<file path="src/rtl/pacman_controller.sv">
// Pac-Man movement/animation/death controller driven by per-frame ticks.
// Define PACMAN_TURN_BUFFER_EN to keep a blocked turn request pending until it becomes legal.
module pacman_controller #(
  parameter logic [9:0]  X_START      = 10'd320,
  parameter logic [9:0]  Y_START      = 10'd360,
  parameter logic [9:0]  X_MIN        = 10'd7,
  parameter logic [9:0]  X_MAX        = 10'd632,
  parameter logic [9:0]  Y_MAX        = 10'd472,
  parameter int unsigned ANIM_DIV     = 4,
  parameter int unsigned DEATH_FRAMES = 60
) (
  input  logic       clk,
  input  logic       rst_n,
  input  logic       frame_tick,
  input  logic       start,
  input  logic [1:0] dir_req,
  input  logic       dir_req_valid,
  input  logic [3:0] blocked,
  input  logic       kill,
  output logic [9:0] xloc,
  output logic [9:0] yloc,
  output logic [1:0] pacman_dir,
  output logic [1:0] animation_cycle,
  output logic       pacman_alive
);

  localparam int unsigned AW = 4;
  localparam int unsigned DW = 8;
  localparam logic [9:0] Y_MIN = 10'd7;
  localparam logic [1:0] DIR_RT = 2'b00;
  localparam logic [1:0] DIR_UP = 2'b01;
  localparam logic [1:0] DIR_DN = 2'b10;
  localparam logic [1:0] DIR_LT = 2'b11;

  typedef enum logic [1:0] {S_IDLE, S_MOVE, S_DYING, S_DEAD} state_t;

  state_t          state, state_nxt;
  logic [9:0]      xloc_nxt, yloc_nxt;
  logic [1:0]      pacman_dir_nxt, animation_cycle_nxt;
  logic            pacman_alive_nxt;
  logic [1:0]      anim_phase, anim_phase_nxt;
  logic [AW-1:0]   anim_cnt, anim_cnt_nxt;
  logic [DW-1:0]   death_cnt, death_cnt_nxt;
  logic            pend_valid, pend_valid_nxt;
  logic [1:0]      pend_dir, pend_dir_nxt;
  logic            req_v_c;
  logic [1:0]      req_dir_c;
  logic [1:0]      dir_new_c;
  logic            moved_c;

  // Next-state, position, turn and animation logic
  always_comb begin
    state_nxt           = state;
    xloc_nxt            = xloc;
    yloc_nxt            = yloc;
    pacman_dir_nxt      = pacman_dir;
    anim_phase_nxt      = anim_phase;
    anim_cnt_nxt        = anim_cnt;
    death_cnt_nxt       = death_cnt;
    pend_valid_nxt      = pend_valid;
    pend_dir_nxt        = pend_dir;
    req_v_c             = pend_valid | dir_req_valid;
    req_dir_c           = dir_req_valid ? dir_req : pend_dir;
    dir_new_c           = pacman_dir;
    moved_c             = 1'b0;

    case (state)
      S_IDLE: begin
        if (frame_tick && start) state_nxt = S_MOVE;
      end
      S_MOVE: begin
        if (dir_req_valid) begin
          pend_valid_nxt = 1'b1;
          pend_dir_nxt   = dir_req;
        end
        if (kill) begin
          state_nxt      = S_DYING;
          pend_valid_nxt = 1'b0;
          death_cnt_nxt  = '0;
        end else if (frame_tick) begin
          // A newly arriving request overrides an older pending one
          if (req_v_c && !blocked[req_dir_c]) begin
            dir_new_c      = req_dir_c;
            pend_valid_nxt = 1'b0;
          end else begin
`ifdef PACMAN_TURN_BUFFER_EN
            pend_valid_nxt = req_v_c;
            pend_dir_nxt   = req_dir_c;
`else
            pend_valid_nxt = 1'b0;
`endif
          end
          pacman_dir_nxt = dir_new_c;
          if (!blocked[dir_new_c]) begin
            case (dir_new_c)
              DIR_RT: xloc_nxt = (xloc >= X_MAX) ? X_MIN : xloc + 10'd1;
              DIR_LT: xloc_nxt = (xloc <= X_MIN) ? X_MAX : xloc - 10'd1;
              DIR_UP: yloc_nxt = (yloc <= Y_MIN) ? Y_MIN : yloc - 10'd1;
              DIR_DN: yloc_nxt = (yloc >= Y_MAX) ? Y_MAX : yloc + 10'd1;
              default: ;
            endcase
          end
          moved_c = (xloc_nxt != xloc) || (yloc_nxt != yloc);
          // Animation divider only runs while actually moving
          if (moved_c) begin
            if (anim_cnt == AW'(ANIM_DIV - 1)) begin
              anim_cnt_nxt   = '0;
              anim_phase_nxt = anim_phase + 2'd1;
            end else begin
              anim_cnt_nxt = anim_cnt + AW'(1);
            end
          end
        end
      end
      S_DYING: begin
        if (frame_tick) begin
          if (death_cnt == DW'(DEATH_FRAMES - 1)) begin
            state_nxt     = S_DEAD;
            death_cnt_nxt = '0;
          end else begin
            death_cnt_nxt = death_cnt + DW'(1);
          end
        end
      end
      S_DEAD: begin
        if (frame_tick && start) begin
          state_nxt      = S_IDLE;
          xloc_nxt       = X_START;
          yloc_nxt       = Y_START;
          pacman_dir_nxt = DIR_RT;
          anim_phase_nxt = '0;
          anim_cnt_nxt   = '0;
          death_cnt_nxt  = '0;
          pend_valid_nxt = 1'b0;
        end
      end
      default: state_nxt = S_IDLE;
    endcase

    // Phase sequence 0,1,2,3 maps to frames 0,1,2,1
    animation_cycle_nxt = (anim_phase_nxt == 2'd3) ? 2'd1 : anim_phase_nxt;
    pacman_alive_nxt    = (state_nxt == S_IDLE) || (state_nxt == S_MOVE);
  end

  always_ff @(posedge clk or negedge rst_n) begin
    if (!rst_n) begin
      state           <= S_IDLE;
      xloc            <= X_START;
      yloc            <= Y_START;
      pacman_dir      <= DIR_RT;
      animation_cycle <= 2'd0;
      pacman_alive    <= 1'b1;
      anim_phase      <= '0;
      anim_cnt        <= '0;
      death_cnt       <= '0;
      pend_valid      <= 1'b0;
      pend_dir        <= 2'b00;
    end else begin
      state           <= state_nxt;
      xloc            <= xloc_nxt;
      yloc            <= yloc_nxt;
      pacman_dir      <= pacman_dir_nxt;
      animation_cycle <= animation_cycle_nxt;
      pacman_alive    <= pacman_alive_nxt;
      anim_phase      <= anim_phase_nxt;
      anim_cnt        <= anim_cnt_nxt;
      death_cnt       <= death_cnt_nxt;
      pend_valid      <= pend_valid_nxt;
      pend_dir        <= pend_dir_nxt;
    end
  end

endmodule

</file>
<file path="config.mk">
export PLATFORM = sky130hd
export DESIGN_NAME = pacman_controller
export DESIGN_NICKNAME = d
export VERILOG_FILES = /design/src/rtl/pacman_controller.sv
export SDC_FILE = /design/constraint.sdc
export NUM_CORES = 1
export LEC_CHECK = 0
export ABC_AREA = 1
export CAP_MARGIN = 20
export CORE_ASPECT_RATIO = 1.5
export CORE_UTILIZATION = 37
export DETAILED_ROUTE_END_ITERATION = 10
export GPL_TIMING_DRIVEN = 0
export HOLD_SLACK_MARGIN = 0.15
export RECOVER_POWER = 100
export SETUP_SLACK_MARGIN = 0.3
export SYNTH_ARGS = -nofsm -noshare
export SYNTH_HDL_FRONTEND = slang
export SYNTH_SLANG_ARGS = --single-unit
</file>
<file path="constraint.sdc">
create_clock -name clk -period 3.1 [get_ports clk]
set_input_delay 0.62 -clock clk [delete_from_list [all_inputs] [get_ports clk]]
set_output_delay 0.62 -clock clk [all_outputs]
set_load 0.01 [all_outputs]
</file>
==> flow_metrics.py <==
metrics = {
    "status": {
        "run_status": "finished with violations",
        "violations": "max-capacitance violations, max-slew violations, negative setup slack",
    },
    "synth": {
        "synth_area_um2": 3840,
        "synthDistinctLibCells": 38,
        "synth_top_area_cell": "dfrtp_1",
        "avgSynthCellArea_um2": 6.53,
        "ys_top_cells_by_count": "nand2_1, inv_1, nand3_1",
        "synth_edf_count": 0,
        "synth_top_area_share_pct": 24.1,
        "synthFlopType": "dfrtp_1",
        "ys_top_cells_by_area": "dfrtp_1, nand2_1, nand3_1, inv_1, o21ai_0",
        "synth_most_common_cell": "nand2_1",
        "synthCells": 588,
        "synth_nets": 610,
        "synthArstFlopShare_pct": 100,
        "ys_seq_area_share_pct": 28.9,
        "ys_seq_elements": 44,
        "yosysWarnings": 0,
    },
    "place": {
        "place_hpwl_um": 8790,
        "gp_congestion": 0.940,
        "port_buffers": 36,
        "placed_cells": 742,
    },
    "global_route": {
        "grt_max_degree": 36,
        "grt_pass1_wl_um": 19800,
        "grt_usage_pct": 22.9,
        "globalRoute.totalOverflow": 0,
        "antenna_found_initial": 0,
        "grt_pass1_vias": 4284,
    },
    "worst_setup_path": {
        "r2r-end": "anim_cnt[3]$_DFFE_PN0P_",
        "critPathSlowestCell": "ha_4",
        "crit_type": "primary input to flop",
        "worstPathCellList": "buf_12 > o21ai_4 > nand3_4 > nand4_1 > nand2_4 > ha_4 > clkbuf_16 > inv_12 > buf_4 > o22ai_2 > nand3b_1 > nand2_1 > nor2_2 > nand3b_1 > nor2_4 > buf_6 > nand3_4 > nand2_4 > nand2_1 > o21ai_1",
        "required_ns": 3.32,
        "crit_path_end_kind": "flop",
        "path_max_fanout": 7,
        "path_buf_inv": 5,
        "critPathArrivalTime_ns": 3.33,
        "regToRegSetupSlack_ns": 0.05,
        "worst_path_dominant_cell_family": "simple AND/OR/NAND/NOR gates",
        "slowest_delay_ns": 0.28,
        "reg2regPathDepth": 24,
        "r2r_start": "pend_dir[0]$_DFFE_PN0P_",
        "cp-start-kind": "primary input",
    },
    "drt": {
        "drt_iter0_drc": 244,
        "ant_nets": 0,
        "remaining_drc_errors": 0,
        "wirelength_um": 12100,
        "vias_per_cell": 5.58,
        "wire_per_inst_um": 15.4,
        "firstDrtPassIters": 5,
        "vias": 4373,
    },
    "finish": {
        "nFillCells": 986,
        "multiInputGateArea_um2": 2630,
        "num_antenna_cells": 0,
        "nets": 688,
        "ff_latch_area_um2": 1110,
        "fin_util_pct": 51.1,
        "area_growth_pct": 34.7,
        "drive_above_1_share_pct": 24.3,
        "fin_cells": 784,
    },
    "timing": {
        "period_share_pct": 100,
        "rsz0062_at_grt": "yes",
        "period_minus_slack_ns": 3.10,
        "max_freq_ghz": 0.322,
        "worstMarginPinSlew_ns": 1.95,
        "slew_violations": 36,
        "setup_viol": 1,
        "hold_viol": 0,
        "setup_ws_ns": -0.00322,
        "slew_headroom_pct": -30.2,
        "whs_ns": 0.306,
        "skew_ns": 0.00475,
    },
    "hold_path": {
        "hold_path_class": "primary input to asynchronous set/reset pin",
    },
    "cts": {
        "cts_buffers": 5,
        "clockBufferDepth": 2,
        "cts_tree": "done",
        "root_buffer": "clkbuf_16",
        "clk_latency_ns": 0.29,
        "cts.sinks": 44,
        "clk_pin_slew_ns": 0.07,
        "cts_max_level": 2,
    },
    "die": {
        "die_x_um": 85.2,
        "core_um2": 10100,
        "die_y_um": 127,
        "dieArea_um2": 10800,
        "rows": 45,
        "initial_core_util_pct": 37.9,
        "ios": 37,
    },
    "flow_run": {
        "cap_violations": 1,
    },
    "power_and_ir_drop": {
        "ir_worst_vdd_mv": 0.486,
        "powerDensity_nw_per_um2": 1250,
        "power_leakage_nw": 2.48,
    },
}
where the power goes:
part | total (mW) | switching [mW] | internal (mW)
Combinational | 4.92 | 2.86 | 2.06
Clock | 0.559 | 0.236 | 0.322
Sequential | 1.00 | 0.197 | 0.803
cell families (layout without fill, tap and decap cells):
| group | after synthesis | after routing | share of synthesized area, % |
|---|---|---|---|
| adders and majority gates | 10 | 10 | 3.26 |
| DFF | 44 | 44 | 28.9 |
| and+or+nand+nor | 306 | 306 | 36.6 |
| buffers and inverters | 98 | 177 | 10.8 |
| AOI/OAI and AO/OA | 115 | 115 | 17.0 |
| xor gates and xnor gates | 15 | 15 | 3.42 |
placed cells by master, fill, tap and decap left out, types with 3 or more instances in the layout:
cell type | Yosys | routed
nand2_1 | 136 | 116
inv_1 | 68 | 60
nand3_1 | 65 | 57
nor2_1 | 46 | 40
dfrtp_1 | 37 | 37
o21ai_0 | 42 | 33
buf_4 | 0 | 32
o22ai_1 | 27 | 26
dlygate4sd3_1 | 0 | 24
nand2_2 | 7 | 19
nand4_1 | 17 | 17
a21oi_1 | 21 | 16
xor2_1 | 12 | 12
inv_2 | 6 | 10
nand2_4 | 2 | 10
nand3b_1 | 10 | 10
o21ai_2 | 1 | 9
nand3_2 | 4 | 8
clkbuf_1 | 10 | 8
nor3_1 | 8 | 8
nor2_2 | 5 | 7
buf_6 | 5 | 7
clkbuf_16 | 0 | 7
dfstp_2 | 7 | 7
buf_2 | 5 | 6
a21oi_2 | 1 | 6
a22oi_1 | 6 | 6
ha_1 | 10 | 6
a31oi_1 | 6 | 5
o21ai_1 | 6 | 5
nand3_4 | 0 | 4
clkbuf_2 | 2 | 4
nor2_4 | 0 | 4
clkdlybuf4s50_1 | 0 | 4
xnor2_1 | 3 | 3
worst register-to-register path: cells and delay by family (launching register included):
family,cells,cell delay (ns)
buffers and inverters,6,0.56
adders and majority gates,1,0.26
and+or+nand+nor,15,1.47
DFF,1,0.40
AOI/OAI and AO/OA,2,0.28
layer usage:
metal | up-vias | track usage, % | part of all wire (%)
met4 | 0 | 13.6 | 4.8
met2 | 125 | 41.7 | 52
li1 | 2143 | - | -
met3 | 50 | 2.47 | 3.5
met5 | - | 0 | 0
met1 | 2055 | 25.4 | 40
state kept, by name, summed over array words and instances, names as in the netlist:
signal / count
anim_cnt: 4
anim_phase: 2
animation_cycle: 2
death_cnt: 8
pacman_alive: 1
pacman_dir: 2
pend_dir: 2
pend_valid: 1
state: 2
xloc: 10
yloc: 10
through the flow:
stage	area (um2)	setup WS (ns)	TNS (ns)	total power [mW]
2_1_floorplan	3960	0.200	0	3.70
3_3_place_gp	4460	-1.28	-19.24	4.72
3_5_place_dp	4480	-1.37	-21.19	4.76
4_1_cts	5040	0.0272	0	6.14
5_1_grt	5170	-0.185	-1.49	7.01
6_report	5170	-0.00322	-0.00322	6.48
cell type report:
cell class | count | area share [%]
inverter | 76 | 6.31
timing repair buffer | 71 | 12.0
clock inverter | 2 | 0.266
clock buffer | 6 | 2.68
tap | 117 | 2.83
multi-input combinational | 446 | 50.9
sequential | 44 | 21.4
buffer | 22 | 3.53
what timing repair did:
item                                   4_1_cts  5_1_grt
gates cloned                                 0        0
buffers inserted                            23       11
gates resized for setup                     86       25
hold buffers                                 0        0
pin swaps                                   41       22
setup endpoints to repair                   29       24
endpoints found under the hold margin        0        0
worst max path at each step:
stage	startpoint	end	cells past startpoint
2_1_floorplan	dir_req_valid	animation_cycle[1]$_DFF_PN0_	25
3_3_place_gp	dir_req_valid	animation_cycle[1]$_DFF_PN0_	25
3_5_place_dp	dir_req_valid	animation_cycle[1]$_DFF_PN0_	25
4_1_cts	dir_req_valid	anim_cnt[3]$_DFFE_PN0P_	23
5_1_grt	dir_req_valid	animation_cycle[1]$_DFF_PN0_	25
6_report	dir_req_valid	anim_cnt[3]$_DFFE_PN0P_	20
No activity file was read; power rests on OpenSTA's default activity.
